$ cat src/rtl/ternary_weight_loader_pkg.sv
// Shared types for the ternary weight loader: FSM states, ternary codes
// and default index widths.
package ternary_weight_loader_pkg;

  typedef enum logic [1:0] {
    IDLE = 2'd0,
    MSB  = 2'd1,
    LSB  = 2'd2,
    FULL = 2'd3
  } state_t;

  localparam logic [1:0] TW_POS  = 2'b01;
  localparam logic [1:0] TW_ZERO = 2'b00;
  localparam logic [1:0] TW_NEG  = 2'b11;
  localparam logic [1:0] TW_ILL  = 2'b10;

  localparam int DEF_IN_LEN  = 16;
  localparam int DEF_OUT_LEN = 8;
  localparam int DEF_ROW_W   = $clog2(DEF_IN_LEN);
  localparam int DEF_COL_W   = $clog2(DEF_OUT_LEN);

  function automatic logic illegal_code(input logic [1:0] c);
    return c == TW_ILL;
  endfunction

endpackage

$ cat src/rtl/ternary_weight_loader_bank.sv
// ternary_bank: IN_LEN x OUT_LEN array of 2-bit weights.
// Ports: clr/ld whole-bank ops, per-column hi/lo plane writes, flat read.
module ternary_bank #(
  parameter int IN_LEN  = 16,
  parameter int OUT_LEN = 8,
  parameter int W       = 2 * IN_LEN * OUT_LEN
) (
  input  logic               clk,
  input  logic               rst_n,
  input  logic               clr,
  input  logic               ld,
  input  logic [W-1:0]       ld_data,
  input  logic [OUT_LEN-1:0] we_hi,
  input  logic [OUT_LEN-1:0] we_lo,
  input  logic [IN_LEN-1:0]  d_hi,
  input  logic [IN_LEN-1:0]  d_lo,
  output logic [W-1:0]       rd_flat
);

  // mem[c][r] lands at bits 2*(c*IN_LEN+r) +: 2 of the flat view
  logic [OUT_LEN-1:0][IN_LEN-1:0][1:0] mem;

  always_ff @(posedge clk) begin
    if (!rst_n || clr) begin
      mem <= '0;
    end else if (ld) begin
      mem <= ld_data;
    end else begin
      for (int c = 0; c < OUT_LEN; c++) begin
        for (int r = 0; r < IN_LEN; r++) begin
          if (we_hi[c]) mem[c][r][1] <= d_hi[r];
          if (we_lo[c]) mem[c][r][0] <= d_lo[r];
        end
      end
    end
  end

  assign rd_flat = mem;

endmodule

$ cat src/rtl/ternary_weight_loader.sv
// Streams ternary weights in as MSB/LSB bit-planes per column into a
// shadow bank, then commits it to the active bank on swap.
// Ports: start/abort/swap control, cfg_rows/cfg_cols, in_valid/in_ready/
// in_data beat stream, weights_o active bank, busy/done/err status.
module ternary_weight_loader
  import ternary_weight_loader_pkg::*;
#(
  parameter int MAX_IN_LEN  = 16,
  parameter int MAX_OUT_LEN = 8
) (
  input  logic                           clk,
  input  logic                           rst_n,
  input  logic                           start,
  input  logic                           abort,
  input  logic [$clog2(MAX_IN_LEN)-1:0]  cfg_rows,
  input  logic [$clog2(MAX_OUT_LEN)-1:0] cfg_cols,
  input  logic                           in_valid,
  input  logic [MAX_IN_LEN-1:0]          in_data,
  output logic                           in_ready,
  input  logic                           swap,
  output logic [2*MAX_IN_LEN*MAX_OUT_LEN-1:0] weights_o,
  output logic                           busy,
  output logic                           done,
  output logic                           err
);

  localparam int ROW_W = $clog2(MAX_IN_LEN);
  localparam int COL_W = $clog2(MAX_OUT_LEN);
  localparam int W     = 2 * MAX_IN_LEN * MAX_OUT_LEN;

  state_t           state;
  logic [ROW_W-1:0] rows_q;
  logic [COL_W-1:0] cols_q;
  logic [COL_W-1:0] cnt_q;
  logic             swap_q;

  logic [MAX_OUT_LEN-1:0][MAX_IN_LEN-1:0][1:0] shadow_q;

  logic [MAX_IN_LEN-1:0]  row_mask;
  logic [MAX_IN_LEN-1:0]  plane;
  logic [MAX_IN_LEN-1:0]  cur_hi;
  logic [MAX_IN_LEN-1:0]  illegal;
  logic [MAX_OUT_LEN-1:0] col_oh;
  logic [MAX_OUT_LEN-1:0] we_hi;
  logic [MAX_OUT_LEN-1:0] we_lo;
  logic [MAX_IN_LEN-1:0]  d_hi;
  logic [MAX_IN_LEN-1:0]  d_lo;
  logic                   beat;
  logic                   start_ok;
  logic                   swap_ok;

  assign beat     = in_valid && in_ready;
  assign start_ok = (state == IDLE) && start;
  assign swap_ok  = (state == FULL) && swap && !abort;
  assign col_oh   = {{(MAX_OUT_LEN-1){1'b0}}, 1'b1} << cnt_q;
  assign plane    = in_data & row_mask;

  // Inactive rows are forced to zero so they never pick up stray data
  for (genvar r = 0; r < MAX_IN_LEN; r++) begin : g_row
    assign row_mask[r] = (ROW_W'(r) <= rows_q);
    assign cur_hi[r]   = shadow_q[cnt_q][r][1];
    assign illegal[r]  = illegal_code({cur_hi[r], plane[r]});
  end

  // An LSB beat rewrites both planes so a 2'b10 code collapses to zero
  always_comb begin
    we_hi = '0;
    we_lo = '0;
    d_hi  = plane;
    d_lo  = plane;
    if (beat && !abort) begin
      if (state == MSB) begin
        we_hi = col_oh;
      end
      if (state == LSB) begin
        we_hi = col_oh;
        we_lo = col_oh;
        d_hi  = cur_hi & ~illegal;
      end
    end
  end

  ternary_bank #(
    .IN_LEN  (MAX_IN_LEN),
    .OUT_LEN (MAX_OUT_LEN),
    .W       (W)
  ) u_shadow (
    .clk     (clk),
    .rst_n   (rst_n),
    .clr     (start_ok),
    .ld      (1'b0),
    .ld_data ({W{1'b0}}),
    .we_hi   (we_hi),
    .we_lo   (we_lo),
    .d_hi    (d_hi),
    .d_lo    (d_lo),
    .rd_flat (shadow_q)
  );

  // Commit lands one edge after swap is sampled; a start in that same
  // cycle clears the shadow only after its old contents are copied.
  ternary_bank #(
    .IN_LEN  (MAX_IN_LEN),
    .OUT_LEN (MAX_OUT_LEN),
    .W       (W)
  ) u_active (
    .clk     (clk),
    .rst_n   (rst_n),
    .clr     (1'b0),
    .ld      (swap_q),
    .ld_data (shadow_q),
    .we_hi   ({MAX_OUT_LEN{1'b0}}),
    .we_lo   ({MAX_OUT_LEN{1'b0}}),
    .d_hi    ({MAX_IN_LEN{1'b0}}),
    .d_lo    ({MAX_IN_LEN{1'b0}}),
    .rd_flat (weights_o)
  );

  always_ff @(posedge clk) begin
    if (!rst_n) begin
      state    <= IDLE;
      rows_q   <= '0;
      cols_q   <= '0;
      cnt_q    <= '0;
      swap_q   <= 1'b0;
      in_ready <= 1'b0;
      busy     <= 1'b0;
      done     <= 1'b0;
      err      <= 1'b0;
    end else begin
      done   <= 1'b0;
      swap_q <= swap_ok;
      unique case (state)
        IDLE: begin
          if (start) begin
            rows_q   <= cfg_rows;
            cols_q   <= cfg_cols;
            cnt_q    <= '0;
            err      <= 1'b0;
            state    <= MSB;
            in_ready <= 1'b1;
            busy     <= 1'b1;
          end
        end
        MSB: begin
          if (abort) begin
            state    <= IDLE;
            in_ready <= 1'b0;
            busy     <= 1'b0;
          end else if (beat) begin
            state <= LSB;
          end
        end
        LSB: begin
          if (abort) begin
            state    <= IDLE;
            in_ready <= 1'b0;
            busy     <= 1'b0;
          end else if (beat) begin
            if (|illegal) err <= 1'b1;
            if (cnt_q == cols_q) begin
              state    <= FULL;
              in_ready <= 1'b0;
              done     <= 1'b1;
            end else begin
              cnt_q <= cnt_q + 1'b1;
              state <= MSB;
            end
          end
        end
        FULL: begin
          if (abort || swap) begin
            state <= IDLE;
            busy  <= 1'b0;
          end
        end
        default: begin
          state    <= IDLE;
          in_ready <= 1'b0;
          busy     <= 1'b0;
        end
      endcase
    end
  end

endmodule

$ cat config.mk
export PLATFORM = sky130hd
export DESIGN_NAME = ternary_weight_loader
export DESIGN_NICKNAME = d
export VERILOG_FILES = /design/src/rtl/ternary_weight_loader_pkg.sv /design/src/rtl/ternary_weight_loader_bank.sv /design/src/rtl/ternary_weight_loader.sv
export SDC_FILE = /design/constraint.sdc
export NUM_CORES = 1
export LEC_CHECK = 0
export ABC_AREA = 1
export CORE_ASPECT_RATIO = 1.5
export CORE_MARGIN = 3
export CORE_UTILIZATION = 49
export DETAILED_ROUTE_END_ITERATION = 10
export HOLD_SLACK_MARGIN = 0.05
export PLACE_DENSITY = 0.74
export SKIP_CTS_REPAIR_TIMING = 1
export SLEW_MARGIN = 20
export SYNTH_ARGS = -nofsm -noshare
export SYNTH_HDL_FRONTEND = slang
export SYNTH_SLANG_ARGS = --single-unit
$ cat constraint.sdc
create_clock -name clk -period 1.9 [get_ports clk]
set_clock_uncertainty 0.05 [all_clocks]
set_input_delay 0.38 -clock clk [delete_from_list [all_inputs] [get_ports clk]]
set_output_delay 0.38 -clock clk [all_outputs]
set_load 0.005 [all_outputs]
Word level (Yosys, flattened, before mapping):

Index checks and enable logic that the tools add are counted.

* register bits after elaboration: 529
* output and inout bits: 260
* word-level logic and storage cells: 506

* bitwise logic cells: 6
* add/subtract/negate cells: 1
* shift operators: 1
* eq/ne operators: 31
* multiplexer cells: 36
* order comparisons: 17
* reduce and logical (&&, ||, !) cells: 21

Operator list (number)
* binary-select mux 32 bit (select 3 bit): 1
* 2-to-1 mux 8 bit: 5
* == test 2 bit (second input constant): 18
* bitwise AND 16 bit: 2
* <= comparator 4 bit (first input constant): 8
* 2-to-1 mux 16 bit: 2
* 2-to-1 mux 32 bit: 1
* <= comparator 3 x 4 -> 1 bit (first input constant): 4
* NOT 16 bit: 1
* OR reduction 16 bit: 1
* AND reduction 5 bit: 3
* 2-to-1 mux 2 bit: 7
* 2-to-1 mux 3 bit: 4
* 2-to-1 mux 1 bit: 11
* != test 2 bit (second input constant): 5
* <= comparator 1 x 4 -> 1 bit (first input constant): 2
* <= comparator 2 x 4 -> 1 bit (first input constant): 2
* case mux 2 bit (4 select lines): 1
* << shifter 1 x 3 -> 8 bit (first input constant): 1
* != test 2 x 1 -> 1 bit (second input constant): 3
* != test 3 bit (second input constant): 2
* case mux 1 bit (3 select lines): 2
* case mux 3 bit (2 select lines): 1
* logical AND 1 bit: 5
* other kinds (17): 21

Logic depth before layout (Yosys ltp):

Gate-level depths: netlist (run 1).

* depth after elaboration: 8
* gate-level depth with buffers: 13
* gate-level depth less buffers: 12

Cells and area by module:

Synthesis (run 1) repeated with hierarchy kept, for this count alone.

* cell total of the unflattened synthesis: 4491
* area total of the unflattened synthesis: 27635.3 µm²

By module, submodules not included
* ternary_bank (u_active): times used 1, cells each 1977, sequential area each 5124.9 µm², area an instance 12464.5 µm²
* ternary_bank (u_shadow): times used 1, cells each 1977, sequential area each 5124.9 µm², area an instance 12445.7 µm²
* ternary_weight_loader: times used 1, cells each 537, sequential area each 340.3 µm², area an instance 2725.1 µm²

Worst setup path before layout (run 1):

Ideal clock, no wire load.

* path type: register -> register
* start point: register state[0]
* end point: register u_shadow.mem, in the netlist u_shadow.rd_flat[111]
* period minus slack after synthesis: 1.823 ns
* cell stages (with the launch flop): 12
* arrival time: 1.645 ns
* slack: 0.077 ns
* cells stage by stage: dfxtp_1 > inv_1 > ha_1 > inv_2 > nor2_2 > inv_2 > nor2_4 > inv_2 > buf_12 > buf_6 > o21bai_4 > a21oi_1

* cells in the longest elaborated chain, start to end: 4

Ends and longest elaborated chain
* start: declaration: RTL line ternary_weight_loader.sv:31 `state_t state;`
* start signal: assignment: RTL line ternary_weight_loader.sv:121 `state <= IDLE;`
* start signal: assignment: RTL line ternary_weight_loader.sv:140 `state <= MSB;`
* start signal: assignment: RTL line ternary_weight_loader.sv:147 `state <= IDLE;`
* == test 2 x 1 -> 1 bit: RTL line ternary_weight_loader.sv:72 `if (state == MSB) begin`
* 2-to-1 mux 8 bit: RTL line ternary_weight_loader.sv:72
* 2-to-1 mux 8 bit: RTL line ternary_weight_loader.sv:75 `if (state == LSB) begin`
* 2-to-1 mux 8 bit: RTL line ternary_weight_loader.sv:71 `if (beat && !abort) begin`
* end signal: assignment: RTL line ternary_weight_loader_bank.sv:27 `mem <= ld_data;`
* end signal: indexed assignment: RTL line ternary_weight_loader_bank.sv:31 `if (we_hi[c]) mem[c][r][1] <= d_hi[r];`
* end signal: indexed assignment: RTL line ternary_weight_loader_bank.sv:32 `if (we_lo[c]) mem[c][r][0] <= d_lo[r];`
* end: declaration: RTL line ternary_weight_loader_bank.sv:21 `logic [OUT_LEN-1:0][IN_LEN-1:0][1:0] mem;`

Several ways; a longest one is shown, not always the timed one.
A chain may end at the register's enable or synchronous reset.

Final worst setup path (run 1):

* start point: register state[0]
* end point: register u_shadow.mem, in the netlist u_shadow.rd_flat[5]

The elaborated chain is that of the path after synthesis.

==> impl_metrics.env, run 1 <==
export IMPL_viasPerCell=5.69
export IMPL_die_height_um=251
export IMPL_nets=2789
export IMPL_regArea_sq_um=10600
export IMPL_dr_pass1_iters=8
export IMPL_gp_congestion=0.961
export IMPL_htreeDepth=2
export IMPL_clock_sinks=529
export IMPL_synth_top_area_share_pct=53.9
export IMPL_grt_max_degree=197
export IMPL_final_util_pct=67.4
export IMPL_critical_path_arrival_ns=2.38
export IMPL_setup_viol=15
export IMPL_multiInputGateArea_sq_um=8120
export IMPL_layout_setup_ws_ns=-0.0491
export IMPL_pre_cts_ws_ns=-0.390
export IMPL_cts_buffers=47
export IMPL_core_area_sq_um=39400
export IMPL_hold_viol_final=0
export IMPL_yosys_top_cells_area="dfxtp_1, o21ai_0, nor2_1"
export IMPL_clk_path_buf_depth=3
export IMPL_dr_first_iter_drc_count=1389
export IMPL_clockRootBuffer="clkbuf_16"
export IMPL_synth_enable_flop_cells=0
export IMPL_worstPathRequired_ns=2.33
export IMPL_grt_pass1_wl_mm=97.2
export IMPL_initial_core_util_pct=49.8
export IMPL_design_portCount=289
export IMPL_port_buffers=288
export IMPL_timing_rr_start="state[0]"
export IMPL_avgSynthCellArea_sq_um=8.01
export IMPL_num_fill_cells=3141
export IMPL_synth_cell_types=36
export IMPL_worstSetupStartpointType="register"
export IMPL_dp_hpwl_mm=43.6
export IMPL_period_share_pct=103
export IMPL_die_w_um=169
export IMPL_clk_pin_slew_ns=0.07
export IMPL_syn_nets=2491
export IMPL_clock_fmax_ghz=0.513
export IMPL_mappedNetlistArea_sq_um=19600
export IMPL_max_slew_worst_pin_slew_ns=0.744
export IMPL_die_area_sq_um=42600
export IMPL_relSlewSlack_pct=50.4
export IMPL_n_antenna_cell=0
export IMPL_grtUsageTotal_pct=28.9
export IMPL_ys_seq_elements=529
export IMPL_p_per_area_nw_per_um2=874
export IMPL_total_power_mw=23.2
export IMPL_irDropWorstVdd_v=0.000783
export IMPL_worstHoldStart="rst_n"
export IMPL_clk_latency_ns=0.58
export IMPL_drv_slew=0
export IMPL_grt_overflow=0
export IMPL_endpoint_kind="register"
export IMPL_layout_min_cycle_time_ns=1.95
export IMPL_status="finished, violations left"
export IMPL_detail_route_wl_per_cell_um=20.7
export IMPL_hold_path_class="in -> reg"
export IMPL_final_cell_mix="dfxtp_1, o21ai_0, nor2_1"
export IMPL_drt_wl_total_mm=68.1
export IMPL_synthArstFlopShare_pct=0
export IMPL_ys_flop_type="dfxtp_1"
export IMPL_ys_seq_area_share_pct=53.9
export IMPL_rsz0062_at_grt="yes"
export IMPL_stdcell_area_sq_um=26600
export IMPL_antenna_found_initial=1
export IMPL_syn_to_final_growth_pct=35.4
export IMPL_grt_pass1_vias=17300
export IMPL_place_area_sq_um=23700
export IMPL_path_max_fanout=16
export IMPL_mostFrequentLayoutCell="dfxtp_1"
export IMPL_yosysTopAreaCell="dfxtp_1"
export IMPL_ys_warn_count=0
export IMPL_cts_tree="done"
export IMPL_cp_startpoint="state[0]"
export IMPL_crit_type="reg -> reg"
export IMPL_vias=18700
export IMPL_drv_cap=0
export IMPL_std_cell_rows=89
export IMPL_drive_above_1_share_pct=12.7
export IMPL_drt_antenna_violating_nets=0
export IMPL_drc=0
export IMPL_violations="setup timing"
export IMPL_synth_cells=2451
export IMPL_power_leakage_nw=12.0
[path summary, 6_finish.rpt]
check,endpoint,slack [ns],cells past startpoint
setup reg to reg,u_shadow.rd_flat[5],-0.05,11
hold / removal,swap_q,0.13,3
setup / recovery,u_shadow.rd_flat[5],-0.05,11
hold reg to reg,u_active.rd_flat[194],0.42,2
[synth_stat cells (all sizes together), types with 3 or more instances]
| cell type | number |
|---|---|
| nand2 | 184 |
| buf | 82 |
| a21oi | 305 |
| o21ai | 532 |
| inv | 59 |
| dfxtp | 529 |
| nor2 | 507 |
| o211ai | 5 |
| nand3 | 97 |
| o21bai | 9 |
| xnor2 | 3 |
| ha | 11 |
| clkbuf | 113 |
| or2 | 5 |
| clkinv | 3 |
| nor3 | 3 |
[layer usage]
metal | vias up | share of wire [%] | global-route usage (%)
li1 | 8805 | - | -
met1 | 8747 | 37 | 32.9
met2 | 904 | 49 | 50.6
met3 | 242 | 6.8 | 4.97
met4 | 2 | 6.8 | 16.6
met5 | - | 0.029 | 0
[cell type report]
cell class                 instances  area share, %
tap                              500           2.35
timing repair buffer             441           19.6
inverter                          62          0.932
sequential                       529           40.0
clock inverter                    29           1.64
clock buffer                      59           4.94
multi-input combinational       1668           30.6
[per-stage QoR]
| step | TNS [ns] | hold WS [ns] | instances |
|---|---|---|---|
| global route | -2.71 | 0.154 | 3288 |
| global placement | -74.76 | 0.406 | 3159 |
| CTS | -19.15 | 0.111 | 3247 |
| floorplan | 0 | 0.387 | 2451 |
| finish | -0.235 | 0.128 | 3288 |
| detailed placement | -82.52 | 0.409 | 3159 |
[worst max-delay path: stages (launching register included)]
cell and delay (ns):
dfxtp_2 0.35, inv_2 0.06, buf_4 0.15, ha_2 0.19
nand2_2 0.10, inv_2 0.06, nor2_4 0.11, buf_6 0.15
clkbuf_16 0.18, clkbuf_16 0.17, o21ai_0 0.09, a21oi_1 0.17
[kinds of logic after synthesis]
family / share of synthesized area [%]
xor gates and xnor gates: 0.172
adders and majority gates: 0.701
and+or+nand+nor: 16.6
AOI/OAI and AO/OA: 22.6
buffers and inverters: 5.95
DFF: 53.9
[report_power, final]
part | total, mW | internal (mW) | switching [mW]
clock network | 10.7 | 6.31 | 4.35
registers | 11.2 | 11.1 | 0.0406
logic | 1.41 | 0.602 | 0.812
[state kept, by name, indices dropped and copies added (netlist names)]
register,cells
busy,1
u_active.rd_flat,256
state,2
err,1
cnt_q,3
done,1
rows_q,4
cols_q,3
in_ready,1
u_shadow.rd_flat,256
swap_q,1
No activity file was read; power rests on OpenSTA's default activity.
==> run 2: changes to the inputs <==
==> constraint.sdc (replaced) <==
create_clock -name clk -period 1.62 [get_ports clk]
set_clock_uncertainty 0.05 [all_clocks]
set_input_delay 0.324 -clock clk [delete_from_list [all_inputs] [get_ports clk]]
set_output_delay 0.324 -clock clk [all_outputs]
set_load 0.005 [all_outputs]
==> impl_metrics.env, run 2 (same netlist as run 1, synthesis figures left out) <==
export IMPL_status="finished, violations left"
export IMPL_violations="setup timing"
export IMPL_crit_type="reg -> reg"
export IMPL_drc=0
export IMPL_cts_tree="done"
export IMPL_core_area_sq_um=39400
export IMPL_gp_congestion=0.945
export IMPL_r2r_setup_slack_ns=-0.26
export IMPL_layout_setup_ws_ns=-0.257
export IMPL_mostFrequentLayoutCell="dfxtp_1"
export IMPL_viasPerCell=5.70
export IMPL_dr_first_iter_drc_count=1890
export IMPL_grt_pass1_wl_mm=97.3
export IMPL_clk_path_buf_depth=3
export IMPL_drt_wl_total_mm=67.4
export IMPL_worstSetupStartpointType="register"
export IMPL_finalSetupTns_ns=-85.61
export IMPL_irDropWorstVdd_v=0.000862
export IMPL_r2r_cells=10
export IMPL_clock_fmax_ghz=0.533
export IMPL_final_cell_mix="dfxtp_1, nor2_1, o21ai_0"
export IMPL_clockRootBuffer="clkbuf_16"
export IMPL_hold_viol_final=0
export IMPL_rsz0062_at_grt="yes"
export IMPL_vias=19000
export IMPL_power_leakage_nw=11.6
export IMPL_worstHoldStart="rst_n"
export IMPL_total_power_mw=26.6
export IMPL_pre_cts_ws_ns=-0.456
export IMPL_grtUsageTotal_pct=28.8
export IMPL_num_fill_cells=3140
export IMPL_detail_route_wl_per_cell_um=20.3
export IMPL_dr_pass1_iters=6
export IMPL_clock_sinks=529
export IMPL_grt_max_degree=148
export IMPL_grt_overflow=0
export IMPL_dp_hpwl_mm=44.0
export IMPL_n_antenna_cell=0
export IMPL_drt_antenna_violating_nets=0
export IMPL_worstPathRequired_ns=2.06
export IMPL_hold_path_depth=4
export IMPL_clk_pin_slew_ns=0.07
export IMPL_hold_path_class="in -> reg"
export IMPL_die_height_um=251
export IMPL_antenna_found_initial=0
export IMPL_port_buffers=288
export IMPL_p_per_area_nw_per_um2=985
export IMPL_syn_to_final_growth_pct=37.6
export IMPL_place_area_sq_um=24100
export IMPL_final_util_pct=68.5
export IMPL_cts_buffers=48
export IMPL_nets=2830
export IMPL_multiInputGateArea_sq_um=8340
export IMPL_reg2reg_to="u_shadow.rd_flat[39]"
export IMPL_htreeDepth=2
export IMPL_drv_slew=0
export IMPL_drv_cap=0
export IMPL_die_w_um=169
export IMPL_critical_path_arrival_ns=2.32
export IMPL_design_portCount=289
export IMPL_period_share_pct=116
export IMPL_die_area_sq_um=42600
export IMPL_max_slew_worst_pin_slew_ns=0.659
export IMPL_clk_latency_ns=0.57
export IMPL_layout_min_cycle_time_ns=1.88
export IMPL_timing_rr_start="cnt_q[0]"
export IMPL_std_cell_rows=89
export IMPL_stdcell_area_sq_um=27000
export IMPL_regArea_sq_um=10600
export IMPL_endpoint_kind="register"
export IMPL_drive_above_1_share_pct=14.4
export IMPL_hold_path_end="cnt_q[1]"
export IMPL_grt_pass1_vias=17500
export IMPL_relSlewSlack_pct=56.0
export IMPL_path_max_fanout=16
export IMPL_setup_viol=513
export IMPL_initial_core_util_pct=49.8
## run 2: worst max path at each step
stage	from	end	slack (ns)	depth (start not counted)
6_report	cnt_q[0]	u_shadow.rd_flat[39]	-0.26	10
5_1_grt	state[0]	u_shadow.rd_flat[156]	-0.35	12
4_1_cts	in_ready	in_ready	-0.34	2
3_5_place_dp	abort	u_shadow.rd_flat[199]	-0.46	9
3_3_place_gp	abort	u_shadow.rd_flat[31]	-0.36	9
2_1_floorplan	state[0]	u_shadow.rd_flat[143]	-0.06	11
## run 2: worst max-delay path, cell delays in order, from the launching register on
cell and delay (ns):
dfxtp_4 0.38, buf_12 0.18, buf_4 0.16, nor2_1 0.04, nor2_1 0.10, nand2_1 0.11
nand3_1 0.13, a21oi_2 0.07, or2_1 0.24, buf_4 0.17, a21oi_1 0.17
## run 2: layer usage
layer / share of wire [%] / wire length, um / global-route usage, % / vias to the layer above
met5: 0 / 0 / 0 / -
met4: 6.2 / 4200 / 15.0 / 0
met3: 7.3 / 4900 / 4.80 / 238
met2: 50 / 33800 / 51.1 / 935
met1: 36 / 24600 / 33.1 / 8889
li1: - / - / - / 8892
## run 2: layout make-up
class / instances / share of cell area (%)
sequential: 529 / 39.3
timing repair buffer: 481 / 20.6
tap: 500 / 2.32
multi-input combinational: 1668 / 30.9
clock buffer: 67 / 5.23
clock inverter: 17 / 0.820
inverter: 62 / 0.936
## run 2: power breakdown
part,leakage [nW],switching [mW],internal (mW)
registers,4.27,0.0462,13.1
clock network,0.816,4.96,6.88
logic,6.56,0.952,0.710
total,11.6,5.96,20.6
## run 2: per-stage QoR
| stage | hold slack, ns | instances |
|---|---|---|
| finish | 0.193 | 3324 |
| global route | 0.198 | 3324 |
| CTS | 0.180 | 3281 |
| detailed placement | 0.405 | 3197 |
| global placement | 0.402 | 3197 |
| floorplan | 0.387 | 2451 |
==> run 3: changes to the inputs <==
--- a/config.mk
+++ b/config.mk
@@ -6,6 +6,7 @@
 export NUM_CORES = 1
 export LEC_CHECK = 0
 export ABC_AREA = 1
+export CAP_MARGIN = 20
 export CORE_ASPECT_RATIO = 1.5
 export CORE_MARGIN = 3
 export CORE_UTILIZATION = 49
==> results of run 3 <==
Same layout as run 2: the final DEF is identical, and so are final timing and power.
